[src/rtl/wb_audio_pkg.sv]
// Shared constants for the Wishbone audio sample FIFO.
//   reg_idx_e       : register word index decoded from adr_i[3:2]
//   STAT_* / CTRL_* : bit positions inside STATUS and CTRL
//   *_RST           : register reset values
`timescale 1ns/1ps
package wb_audio_pkg;

    typedef enum logic [1:0] {
        REG_DATA   = 2'd0,
        REG_STATUS = 2'd1,
        REG_CTRL   = 2'd2,
        REG_THRESH = 2'd3
    } reg_idx_e;

    localparam int STAT_EMPTY_BIT = 0;
    localparam int STAT_FULL_BIT  = 1;
    localparam int STAT_OVF_BIT   = 2;
    localparam int STAT_LEVEL_LSB = 8;

    localparam int CTRL_EN_BIT  = 0;
    localparam int CTRL_CLR_BIT = 1;

    localparam logic       CTRL_EN_RST = 1'b0;
    localparam logic       OVF_RST     = 1'b0;
    localparam logic [7:0] THRESH_RST  = 8'h00;

endpackage

[src/rtl/wb_sample_fifo_if.sv]
// Wishbone B3 slave signal bundle for wb_sample_fifo.
//   slave  modport : used by the FIFO (inputs cyc/stb/we/adr/dat_i/sel, outputs dat_o/ack/err/rty)
//   master modport : used by whoever drives the bus
`timescale 1ns/1ps
interface wb_sample_fifo_if #(
    parameter  int DAT_WIDTH = 32,
    localparam int SEL_WIDTH = DAT_WIDTH / 8
);
    logic                 cyc_i;
    logic                 stb_i;
    logic                 we_i;
    logic [3:0]           adr_i;
    logic [DAT_WIDTH-1:0] dat_i;
    logic [SEL_WIDTH-1:0] sel_i;
    logic [DAT_WIDTH-1:0] dat_o;
    logic                 ack_o;
    logic                 err_o;
    logic                 rty_o;

    modport slave (
        input  cyc_i, stb_i, we_i, adr_i, dat_i, sel_i,
        output dat_o, ack_o, err_o, rty_o
    );

    modport master (
        output cyc_i, stb_i, we_i, adr_i, dat_i, sel_i,
        input  dat_o, ack_o, err_o, rty_o
    );
endinterface

[src/rtl/wb_sample_fifo_sync_fifo.sv]
// sync_fifo: single-clock circular buffer holding audio samples.
//   clk, rst_n       : clock, async active-low reset (pointers/level only)
//   push, push_data  : write one entry; caller guarantees not full (or popping)
//   pop, pop_data    : pop_data always shows the head entry; pop advances it
//   clear            : empties the buffer; caller suppresses push while clearing
//   level/full/empty : occupancy, 0..DEPTH
`timescale 1ns/1ps
module sync_fifo #(
    parameter  int DEPTH = 16,
    parameter  int WIDTH = 16,
    localparam int AW    = $clog2(DEPTH),
    localparam int LW    = AW + 1
) (
    input  logic             clk,
    input  logic             rst_n,
    input  logic             push,
    input  logic [WIDTH-1:0] push_data,
    input  logic             pop,
    input  logic             clear,
    output logic [WIDTH-1:0] pop_data,
    output logic [LW-1:0]    level,
    output logic             full,
    output logic             empty
);

    logic [WIDTH-1:0] mem [DEPTH];
    logic [AW-1:0]    wr_ptr;
    logic [AW-1:0]    rd_ptr;

    // Storage has no reset; only the bookkeeping is cleared.
    always_ff @(posedge clk) begin
        if (push) begin
            mem[wr_ptr] <= push_data;
        end
    end

    always_ff @(posedge clk or negedge rst_n) begin
        if (!rst_n) begin
            wr_ptr <= '0;
            rd_ptr <= '0;
            level  <= '0;
        end else if (clear) begin
            wr_ptr <= '0;
            rd_ptr <= '0;
            level  <= '0;
        end else begin
            // Pointers wrap naturally because DEPTH is a power of two.
            if (push) begin
                wr_ptr <= wr_ptr + 1'b1;
            end
            if (pop) begin
                rd_ptr <= rd_ptr + 1'b1;
            end
            case ({push, pop})
                2'b10:   level <= level + 1'b1;
                2'b01:   level <= level - 1'b1;
                default: level <= level;
            endcase
        end
    end

    assign pop_data = mem[rd_ptr];
    assign full     = (level == LW'(DEPTH));
    assign empty    = (level == '0);

endmodule

[src/rtl/wb_sample_fifo.sv]
// wb_sample_fifo: audio sample FIFO with a Wishbone B3 register slave.
//   clk_i        : bus and sample clock
//   rst_i        : async active-low reset; release is synchronised internally
//   smp_valid_i  : unstallable sample strobe, smp_data_i qualified by it
//   wb           : Wishbone slave (DATA/STATUS/CTRL/THRESH at adr_i[3:2])
//   irq_o        : registered level-threshold interrupt
`timescale 1ns/1ps
module wb_sample_fifo
    import wb_audio_pkg::*;
#(
    parameter int DEPTH     = 16,
    parameter int SMP_WIDTH = 16,
    parameter int DAT_WIDTH = 32
) (
    input  logic                 clk_i,
    input  logic                 rst_i,
    input  logic                 smp_valid_i,
    input  logic [SMP_WIDTH-1:0] smp_data_i,
    wb_sample_fifo_if.slave      wb,
    output logic                 irq_o
);

    localparam int LW = $clog2(DEPTH) + 1;

    logic                 rst_n;
    reg_idx_e             idx;
    logic                 ack_q;
    logic                 err_q;
    logic                 irq_q;
    logic [DAT_WIDTH-1:0] dat_q;
    logic [DAT_WIDTH-1:0] rd_data;
    logic                 ctrl_en;
    logic [7:0]           thresh;
    logic                 ovf;

    logic                 req;
    logic                 acc_err;
    logic                 acc_ok;
    logic                 wr_ok;
    logic                 lane0;
    logic                 fifo_push;
    logic                 fifo_pop;
    logic                 fifo_clear;
    logic                 smp_in;
    logic                 ovf_set;
    logic                 ovf_clr;

    logic [SMP_WIDTH-1:0] fifo_dout;
    logic [LW-1:0]        fifo_level;
    logic                 fifo_full;
    logic                 fifo_empty;

    // Assert asynchronously, release on the first clock edge so that the
    // second edge after release is the first functional one.
    always_ff @(posedge clk_i or negedge rst_i) begin
        if (!rst_i) begin
            rst_n <= 1'b0;
        end else begin
            rst_n <= 1'b1;
        end
    end

    assign idx   = reg_idx_e'(wb.adr_i[3:2]);
    assign lane0 = wb.sel_i[0];

    // An access is decided entirely on the edge where it is first seen, so a
    // cycle dropped before that edge never pops or terminates.
    assign req     = wb.cyc_i & wb.stb_i & ~ack_q & ~err_q;
    assign acc_err = req & (idx == REG_DATA) & (wb.we_i | fifo_empty);
    assign acc_ok  = req & ~acc_err;
    assign wr_ok   = acc_ok & wb.we_i;

    assign fifo_pop   = acc_ok & ~wb.we_i & (idx == REG_DATA);
    assign fifo_clear = wr_ok & (idx == REG_CTRL) & lane0 & wb.dat_i[CTRL_CLR_BIT];

    // A pop in the same cycle frees the slot, so a full FIFO still accepts.
    assign smp_in    = ctrl_en & smp_valid_i;
    assign fifo_push = smp_in & (~fifo_full | fifo_pop) & ~fifo_clear;
    assign ovf_set   = smp_in & fifo_full & ~fifo_pop & ~fifo_clear;
    assign ovf_clr   = wr_ok & (idx == REG_STATUS) & lane0 & wb.dat_i[STAT_OVF_BIT];

    sync_fifo #(
        .DEPTH (DEPTH),
        .WIDTH (SMP_WIDTH)
    ) u_fifo (
        .clk       (clk_i),
        .rst_n     (rst_n),
        .push      (fifo_push),
        .push_data (smp_data_i),
        .pop       (fifo_pop),
        .clear     (fifo_clear),
        .pop_data  (fifo_dout),
        .level     (fifo_level),
        .full      (fifo_full),
        .empty     (fifo_empty)
    );

    always_comb begin
        rd_data = '0;
        case (idx)
            REG_DATA: begin
                rd_data[SMP_WIDTH-1:0] = fifo_dout;
            end
            REG_STATUS: begin
                rd_data[STAT_LEVEL_LSB +: LW] = fifo_level;
                rd_data[STAT_OVF_BIT]         = ovf;
                rd_data[STAT_FULL_BIT]        = fifo_full;
                rd_data[STAT_EMPTY_BIT]       = fifo_empty;
            end
            REG_CTRL: begin
                rd_data[CTRL_EN_BIT] = ctrl_en;
            end
            REG_THRESH: begin
                rd_data[7:0] = thresh;
            end
            default: begin
                rd_data = '0;
            end
        endcase
    end

    always_ff @(posedge clk_i or negedge rst_n) begin
        if (!rst_n) begin
            ack_q   <= 1'b0;
            err_q   <= 1'b0;
            dat_q   <= '0;
            ctrl_en <= CTRL_EN_RST;
            thresh  <= THRESH_RST;
            ovf     <= OVF_RST;
            irq_q   <= 1'b0;
        end else begin
            ack_q <= acc_ok;
            err_q <= acc_err;
            if (acc_ok) begin
                dat_q <= wb.we_i ? '0 : rd_data;
            end
            if (wr_ok && (idx == REG_CTRL) && lane0) begin
                ctrl_en <= wb.dat_i[CTRL_EN_BIT];
            end
            if (wr_ok && (idx == REG_THRESH) && lane0) begin
                thresh <= wb.dat_i[7:0];
            end
            // A new overflow event wins over a simultaneous clear request.
            if (ovf_set) begin
                ovf <= 1'b1;
            end else if (ovf_clr) begin
                ovf <= 1'b0;
            end
            irq_q <= ctrl_en & (int'(fifo_level) >= int'(thresh)) & (thresh != 8'h00);
        end
    end

    assign wb.ack_o = ack_q;
    assign wb.err_o = err_q;
    assign wb.rty_o = 1'b0;
    assign wb.dat_o = dat_q;
    assign irq_o    = irq_q;

    logic unused_bits;
    assign unused_bits = ^{wb.adr_i[1:0], wb.dat_i, wb.sel_i};

endmodule

[src/flat_wrapper.sv]
// flat-port wrapper written by rule: the top's interface ports become plain ports
module wb_sample_fifo_flat import wb_audio_pkg::*;
#(
    parameter int DEPTH     = 16,
    parameter int SMP_WIDTH = 16,
    parameter int DAT_WIDTH = 32
)
  (clk_i, rst_i, smp_valid_i, smp_data_i, irq_o, wb_cyc_i, wb_stb_i, wb_we_i, wb_adr_i, wb_dat_i, wb_sel_i, wb_dat_o, wb_ack_o, wb_err_o, wb_rty_o);
  wb_sample_fifo_if #(.DAT_WIDTH(DAT_WIDTH)) wb_i ();
  input  logic clk_i;
  input  logic rst_i;
  input  logic smp_valid_i;
  input  logic [SMP_WIDTH-1:0] smp_data_i;
  output logic irq_o;
  input wire logic [$bits(wb_i.cyc_i)-1:0] wb_cyc_i;
  input wire logic [$bits(wb_i.stb_i)-1:0] wb_stb_i;
  input wire logic [$bits(wb_i.we_i)-1:0] wb_we_i;
  input wire logic [$bits(wb_i.adr_i)-1:0] wb_adr_i;
  input wire logic [$bits(wb_i.dat_i)-1:0] wb_dat_i;
  input wire logic [$bits(wb_i.sel_i)-1:0] wb_sel_i;
  output wire logic [$bits(wb_i.dat_o)-1:0] wb_dat_o;
  output wire logic [$bits(wb_i.ack_o)-1:0] wb_ack_o;
  output wire logic [$bits(wb_i.err_o)-1:0] wb_err_o;
  output wire logic [$bits(wb_i.rty_o)-1:0] wb_rty_o;
  assign wb_i.cyc_i = wb_cyc_i;
  assign wb_i.stb_i = wb_stb_i;
  assign wb_i.we_i = wb_we_i;
  assign wb_i.adr_i = wb_adr_i;
  assign wb_i.dat_i = wb_dat_i;
  assign wb_i.sel_i = wb_sel_i;
  assign wb_dat_o = wb_i.dat_o;
  assign wb_ack_o = wb_i.ack_o;
  assign wb_err_o = wb_i.err_o;
  assign wb_rty_o = wb_i.rty_o;
  wb_sample_fifo #(.DEPTH(DEPTH), .SMP_WIDTH(SMP_WIDTH), .DAT_WIDTH(DAT_WIDTH)) u_core (.clk_i(clk_i), .rst_i(rst_i), .smp_valid_i(smp_valid_i), .smp_data_i(smp_data_i), .wb(wb_i), .irq_o(irq_o));
endmodule
[config.mk]
export PLATFORM = sky130hd
export DESIGN_NAME = wb_sample_fifo_flat
export DESIGN_NICKNAME = d
export VERILOG_FILES = /design/src/rtl/wb_audio_pkg.sv /design/src/rtl/wb_sample_fifo_if.sv /design/src/rtl/wb_sample_fifo_sync_fifo.sv /design/src/rtl/wb_sample_fifo.sv /design/src/flat_wrapper.sv
export SDC_FILE = /design/constraint.sdc
export NUM_CORES = 1
export LEC_CHECK = 0
export BUFFER_PORTS_ARGS = -buffer_cell sky130_fd_sc_hd__buf_2
export CAP_MARGIN = 20
export CORE_MARGIN = 2
export CORE_UTILIZATION = 55
export DETAILED_ROUTE_END_ITERATION = 10
export HOLD_SLACK_MARGIN = 0.03
export PLACE_DENSITY = 0.74
export SETUP_SLACK_MARGIN = 0.5
export SLEW_MARGIN = 20
export SYNTH_ARGS = -nofsm -noshare
export SYNTH_HDL_FRONTEND = slang
export SYNTH_SLANG_ARGS = --single-unit
[constraint.sdc]
create_clock -name clk_i -period 1.65 [get_ports clk_i]
set_input_delay 0.165 -clock clk_i [delete_from_list [all_inputs] [get_ports clk_i]]
set_output_delay 0.165 -clock clk_i [all_outputs]
set_load 0.03 [all_outputs]
==> results of run 1 <==
## cell usage in the layout, fill, tap and decap left out, types with 16 or more instances in the layout
| cell type | instances |
|---|---|
| edfxtp_1 | 256 |
| buf_4 | 83 |
| buf_6 | 71 |
| buf_12 | 54 |
| mux2i_1 | 47 |
| mux4_2 | 39 |
| dfrtp_1 | 38 |
| clkbuf_16 | 32 |
| buf_2 | 32 |
| dlygate4sd3_1 | 27 |
| nand2_1 | 21 |
| conb_1 | 18 |
| a21oi_1 | 17 |
| ha_1 | 17 |
| inv_1 | 16 |
## path summary, 6_finish.rpt
| kind | start | to | cells past startpoint |
|---|---|---|---|
| max | u_core.u_fifo.level[0] | u_core.u_fifo.level[4] | 12 |
| min | wb_cyc_i | u_core.wb.err_o | 4 |
| max reg2reg | u_core.u_fifo.level[0] | u_core.u_fifo.level[4] | 12 |
| min reg2reg | u_core.rst_n | u_core.u_fifo.wr_ptr[3] | 0 |
| max in group asynchronous | u_core.rst_n | u_core.wb.ack_o | 1 |
| min in group asynchronous | u_core.rst_n | u_core.u_fifo.wr_ptr[3] | 0 |
## cells by family (layout without fill, tap and decap cells)
group / count (synthesis) / in the layout / synth area share [%]
other: 2 / 18 / 0.06063
AND/OR/NAND/NOR: 118 / 118 / 5.040
multiplexers: 107 / 107 / 13.19
XOR/XNOR: 6 / 6 / 0.4243
flip-flops: 299 / 299 / 70.75
AO/OA/AOI/OAI: 87 / 87 / 5.030
adder cells (fa/ha/maj): 21 / 21 / 2.182
buffers and inverters: 68 / 361 / 3.323
## cell type report
type	instances	area, um2
Fill cell	992	4498
Sequential cell	299	8772
Tap cell	280	350.3
Multi-Input combinational cell	357	3816
Inverter	20	87.58
Clock inverter	19	193.9
Timing Repair Buffer	287	3450
Clock buffer	35	790.8
## report_power, final
part	switching, mW	internal [mW]
Combinational	3.68	4.02
Clock	3.01	4.03
Sequential	0.415	8.59
Total	7.11	16.6
## sequential cells by signal, summed over array words and instances, names as in the netlist
| name | flops |
|---|---|
| u_core.ctrl_en | 1 |
| u_core.irq_o | 1 |
| u_core.ovf | 1 |
| u_core.rst_n | 1 |
| u_core.thresh | 8 |
| u_core.u_fifo.level | 5 |
| u_core.u_fifo.mem | 256 |
| u_core.u_fifo.rd_ptr | 4 |
| u_core.u_fifo.wr_ptr | 4 |
| u_core.wb.ack_o | 1 |
| u_core.wb.dat_o | 16 |
| u_core.wb.err_o | 1 |
## cell usage after synthesis (all sizes together) (15+ instances only)
| cell | count |
|---|---|
| a21oi | 24 |
| a22oi | 15 |
| buf | 42 |
| dfrtp | 43 |
| edfxtp | 256 |
| ha | 20 |
| inv | 20 |
| mux2 | 17 |
| mux2i | 50 |
| mux4 | 40 |
| nand2 | 23 |
| nand3 | 17 |
| nor2 | 23 |
## per-stage QoR
stage | hold WS (ps) | setup WS (ps) | std cells | util [%] | power, mW
after floorplan | -130.6 | -1107 | 724 | - | 12.69
after global placement | -54.00 | -1073 | 1128 | 65.04 | 14.26
after detailed placement | -53.15 | -1320 | 1128 | 65.04 | 14.42
after CTS | 17.84 | -1180 | 1275 | 77.58 | 22.77
after global routing | 26.69 | -1317 | 1297 | 79.52 | 24.37
final | 23.69 | -1262 | 1297 | 79.52 | 23.75
## routing by layer
layer,track usage [%],part of all wire (%),up-vias
met5,0,0,-
met3,6.511,9.2,139
met1,40.98,37,4235
met4,11.57,4.4,0
met2,52.00,49,636
li1,-,-,3345
## repair_timing
| item | CTS | global route |
|---|---|---|
| setup endpoints to repair | 317 | 317 |
| gates cloned | 15 | 1 |
| pin swaps | 34 | 26 |
| hold endpoints to repair | 268 | 0 |
| buffers inserted | 51 | 21 |
| gates resized for setup | 158 | 54 |
| hold buffers | 27 | 0 |
## worst reg2reg max path, delay by kind of cell (launching register included)
family	cells	cell delay [ps]
AND/OR/NAND/NOR	6	1440
adder cells (fa/ha/maj)	2	540
AO/OA/AOI/OAI	3	430
flip-flops	1	410
buffers and inverters	1	40
==> metrics.txt, run 1 <==
Primary FF master, synth=edfxtp_1; slew margin rel.=62.57%; Worst path slowest cell=or4_4; CTS tree=yes; post-detail-place hpwl=19950 um; Synth cell types=51; RSZ-0062 raised after global routing=true; Ant. Diodes=0; Final setup viols=296; I/O Pins=98; Worst Clk Skew=23.26 ps; routability cong.=0.9045; CP Capture Type=register; Crit Path Class=reg2reg; CTS Buf Count=30; num rows=54; EDFF count, synth=256; WL final=38900 um; Leak Pwr=6.498 nW; die area=23740 um2; mapped cell area=12390 um2; chip width=154.1 um; vias in the first global route=8528; peak fanout along the critical path=3; Fin. Hold Viols=0; Hold WC Path Type=in2reg; #FFs+latches synth=299; Synth area leader=edfxtp_1; ranking of synthesized cells by area=edfxtp_1 (62%), dfrtp_1 (8.7%), mux4_2 (5.6%), mux2i_1 (4.0%), ha_1 (2.0%); Mapped Avg Cell Area=17.50 um2; PortBufs=51; CTS Buffer Depth=3; YS warnings=0; GRT overflow=0; chip height=154.1 um; Yosys top cell area share=62.06%; post-synthesis sequential area ratio=70.75%; DR WL/cell=29.99 um; Data arrival, critical path=3400 ps; critical path cell sequence=nor4_4, o211ai_1, nand3_1, nand2b_4, ha_4, inv_4, fa_2, nor2b_4, o21ai_2, and3_4, or4_4, a21oi_4; layout cell share with drive strength beyond 1=44.74%; worst-margin pin slew=559.4 ps; Vias=8355; clk sinks=299; First DRT Iteration DRCs=1018; pwr dens=1360 nW/um2; Slew Limit Fails=0; Peak supply drop=0.0009319 V; Post-synth ARST share=14.38%; final worst path period share=176.5%; status=finished with violations; initial antenna violation count=0; Post-DP Area=14280 um2; Initial Util=56.41%; layout net count=1078; r2r setup slk=-1260 ps; CTS HTree Levels=1; delay-heaviest family, CP=simple AND/OR/NAND/NOR gates; Core Box Area=21960 um2; vias per cell=6.442; Clk Latency, worst-skew pair=560 ps; CP bufs+invs=1; setup TNS=-266270 ps; first-pass GRT wire length=54260 um; crit start category=register; Antenna Violating Nets Remaining=0; Worst Path Required=2140 ps; failing checks=setup timing; cells after synthesis=708; clk root buf=clkbuf_16; final worst setup slack=-1262 ps; DR pass1 iterations=6; largest net degree at the start of global routing=19; Area Overhead vs Synth=40.96%; Global Route Usage Sum=31.19%; CTS clk-pin slew, worst paths=60 ps; DRC viols=0; Tmin final=2912 ps; Max Cap Viol=0; fin area=17460 um2; Highest Clock Rate=343.4 MHz; largest stage delay on the critical path=430 ps
Power figures use the tool's default switching activity.
==> run 2, diff against run 1 <==
--- a/config.mk
+++ b/config.mk
@@ -16,4 +16,5 @@
 export SLEW_MARGIN = 20
 export SYNTH_ARGS = -nofsm -noshare
 export SYNTH_HDL_FRONTEND = slang
+export SYNTH_HIERARCHICAL = 1
 export SYNTH_SLANG_ARGS = --single-unit
==> metrics.txt, run 2 <==
cells after synthesis=653 (was 708); routability cong.=0.8833 (was 0.9045); Yosys top cell area share=62.61% (was 62.06%); vias in the first global route=6934 (was 8528); Synth area leader=edfxtp_1 (unchanged); clk root buf=clkbuf_16 (unchanged); Peak supply drop=0.001101 V (was 0.0009319 V); EDFF count, synth=256 (unchanged); slew margin rel.=52.04% (was 62.57%); Vias=7090 (was 8355); worst-margin pin slew=713.9 ps (was 559.4 ps); first-pass GRT wire length=40780 um (was 54260 um); most frequent cell after synthesis=edfxtp_1 (unchanged); DRC viols=0 (unchanged); Tmin final=2555 ps (was 2912 ps); Ant. Diodes=0 (unchanged); Slew Limit Fails=0 (unchanged); layout net count=947 (was 1078); layout cell share with drive strength beyond 1=45.51% (was 44.74%); post-detail-place hpwl=17000 um (was 19950 um); Post-synth ARST share=14.38% (unchanged); status=finished with violations (unchanged); pwr dens=1374 nW/um2 (was 1360 nW/um2); chip width=153.4 um (was 154.1 um); Hold WC Path Type=in2reg (unchanged); DR WL/cell=25.28 um (was 29.99 um); CTS Buffer Depth=3 (unchanged); YS warnings=6 (was 0); Worst Clk Skew=22.92 ps (was 23.26 ps); crit start category=register (unchanged); Synth cell types=54 (was 51); Leak Pwr=5.848 nW (was 6.498 nW); Antenna Violating Nets Remaining=0 (unchanged); most common cell after layout, fill and taps aside=edfxtp_1 (unchanged); First DRT Iteration DRCs=574 (was 1018); #FFs+latches synth=299 (unchanged); CP Capture Type=register (unchanged); die area=23530 um2 (was 23740 um2); max reg flops=256 (unchanged); I/O Pins=98 (unchanged); Initial Util=56.09% (was 56.41%); Fin. Hold Viols=0 (unchanged); Max Cap Viol=0 (unchanged); Most flops, register=u_core/u_fifo/mem (was u_core.u_fifo.mem); PortBufs=51 (unchanged); Core Box Area=21890 um2 (was 21960 um2); mapped cell area=12280 um2 (was 12390 um2); Data arrival, critical path=2830 ps (was 3400 ps); WL final=29580 um (was 38900 um); DR pass1 iterations=4 (was 6); Mapped Avg Cell Area=18.80 um2 (was 17.50 um2); Primary FF master, synth=edfxtp_1 (unchanged); final worst path period share=154.9% (was 176.5%); failing checks=setup timing (unchanged); Area Overhead vs Synth=32.09% (was 40.96%); pre-CTS WS=-833.7 ps (was -1320 ps); chip height=153.4 um (was 154.1 um); CTS Buf Count=29 (was 30); num rows=54 (unchanged); Clk Latency, worst-skew pair=560 ps (about the same); largest net degree at the start of global routing=43 (was 19); Min Hold Slack=131.5 ps (was 23.69 ps); CTS tree=yes (unchanged); initial antenna violation count=0 (unchanged); final worst setup slack=-905.5 ps (was -1262 ps); CTS HTree Levels=1 (unchanged); Post-synth top cells=edfxtp_1 (256), mux4_2 (64), dfrtp_1 (43) (was edfxtp_1 (256), mux2i_1 (50), dfrtp_1 (43)); RSZ-0062 raised after global routing=true (unchanged); ranking of synthesized cells by area=edfxtp_1 (63%), mux4_2 (12%), dfrtp_1 (8.8%), a22oi_1 (2.4%), ha_1 (1.8%) (was edfxtp_1 (62%), dfrtp_1 (8.7%), mux4_2 (5.6%), mux2i_1 (4.0%), ha_1 (2.0%)); CTS clk-pin slew, worst paths=60 ps (about the same); Worst Path Required=1920 ps (was 2140 ps); most frequent cells in the layout=edfxtp_1 (256), buf_4 (69), mux4_2 (64) (was edfxtp_1 (256), buf_4 (83), buf_6 (71)); peak fanout along the critical path=8 (was 3); Final setup viols=287 (was 296); clk sinks=299 (unchanged); vias per cell=6.060 (was 6.442); Highest Clock Rate=391.3 MHz (was 343.4 MHz); GRT overflow=0 (unchanged); post-synthesis sequential area ratio=71.37% (was 70.75%); Crit Path Class=reg2reg (unchanged); Global Route Usage Sum=22.89% (was 31.19%)
[run 2: cell type report]
| class | count | area [um2] |
|---|---|---|
| inverter | 13 | 51.30 |
| timing repair buffer | 217 | 2441 |
| fill | 1182 | 5673 |
| sequential | 299 | 8775 |
| tap | 280 | 350.3 |
| clock inverter | 19 | 150.1 |
| multi-input combinational | 307 | 3702 |
| clock buffer | 35 | 748.2 |
[run 2: final timing paths]
path,start,end,slack [ps],cells past startpoint
max,u_core/wb.ack_o,u_core/u_fifo/mem[9][13],-910,10
min,wb_we_i,u_core/wb.dat_o[1],130,3
max reg2reg,u_core/wb.ack_o,u_core/u_fifo/mem[9][13],-910,10
min reg2reg,u_core/rst_n,u_core/u_fifo/wr_ptr[2],230,1
max in group asynchronous,rst_i,u_core/rst_n,1100,3
min in group asynchronous,u_core/rst_n,u_core/u_fifo/wr_ptr[2],230,1
[run 2: cells by family (layout without fill, tap and decap cells)]
logic type               count (synthesis)  after routing  share of synthesized area [%]
AND/OR/NAND/NOR                        108            108                          4.464
flip-flops                             299            299                          71.37
buffers and inverters                   63            284                          3.179
multiplexers                            76             76                          13.05
adder cells (fa/ha/maj)                 18             18                          1.834
AO/OA/AOI/OAI                           79             79                          5.462
XOR/XNOR                                 8              8                         0.5706
other                                    2             18                        0.06117
[run 2: through the flow]
stage / cell area (um2) / TNS, ps / instances / utilization [%] / power (mW)
6_report: 16220 / -225440 / 1170 / 74.09 / 22.28
5_1_grt: 16220 / -244400 / 1170 / 74.09 / 23.15
4_1_cts: 15010 / -182170 / 1114 / 68.55 / 20.94
3_5_place_dp: 13760 / -210650 / 1032 / 62.85 / 14.54
3_3_place_gp: 13760 / -192730 / 1032 / 62.85 / 14.37
2_1_floorplan: 12570 / -248590 / 669 / - / 12.81
[run 2: worst max-delay path, cell delays in order, from the launching register on]
cell and delay, ps:
dfrtp_2 410, nand4bb_4 250, nor4b_4 360, inv_2 80, a211oi_4 240, buf_4 170
buf_12 140, buf_12 120, nand2_8 70, nor2_4 230, clkbuf_16 210
[run 2: repair_timing]
item,4_1_cts,5_1_grt
gates cloned,0,11
buffers inserted,1,45
hold buffers,27,0
endpoints found under the setup margin,317,317
hold endpoints to repair,242,0
pin swaps,12,39
resized for setup,18,145
[run 2: power by group]
part	internal [mW]	switching [mW]	leakage (nW)
registers	8.57	0.301	2.86
clock network	3.54	2.71	0.438
logic	3.80	3.35	2.55
total	15.9	6.36	5.85
[run 2: per-layer routing]
metal	GRT usage, %	share of wire, %
met4	5.810	3.1
met2	38.84	52
met3	3.402	6.6
met1	31.74	38
met5	0	0
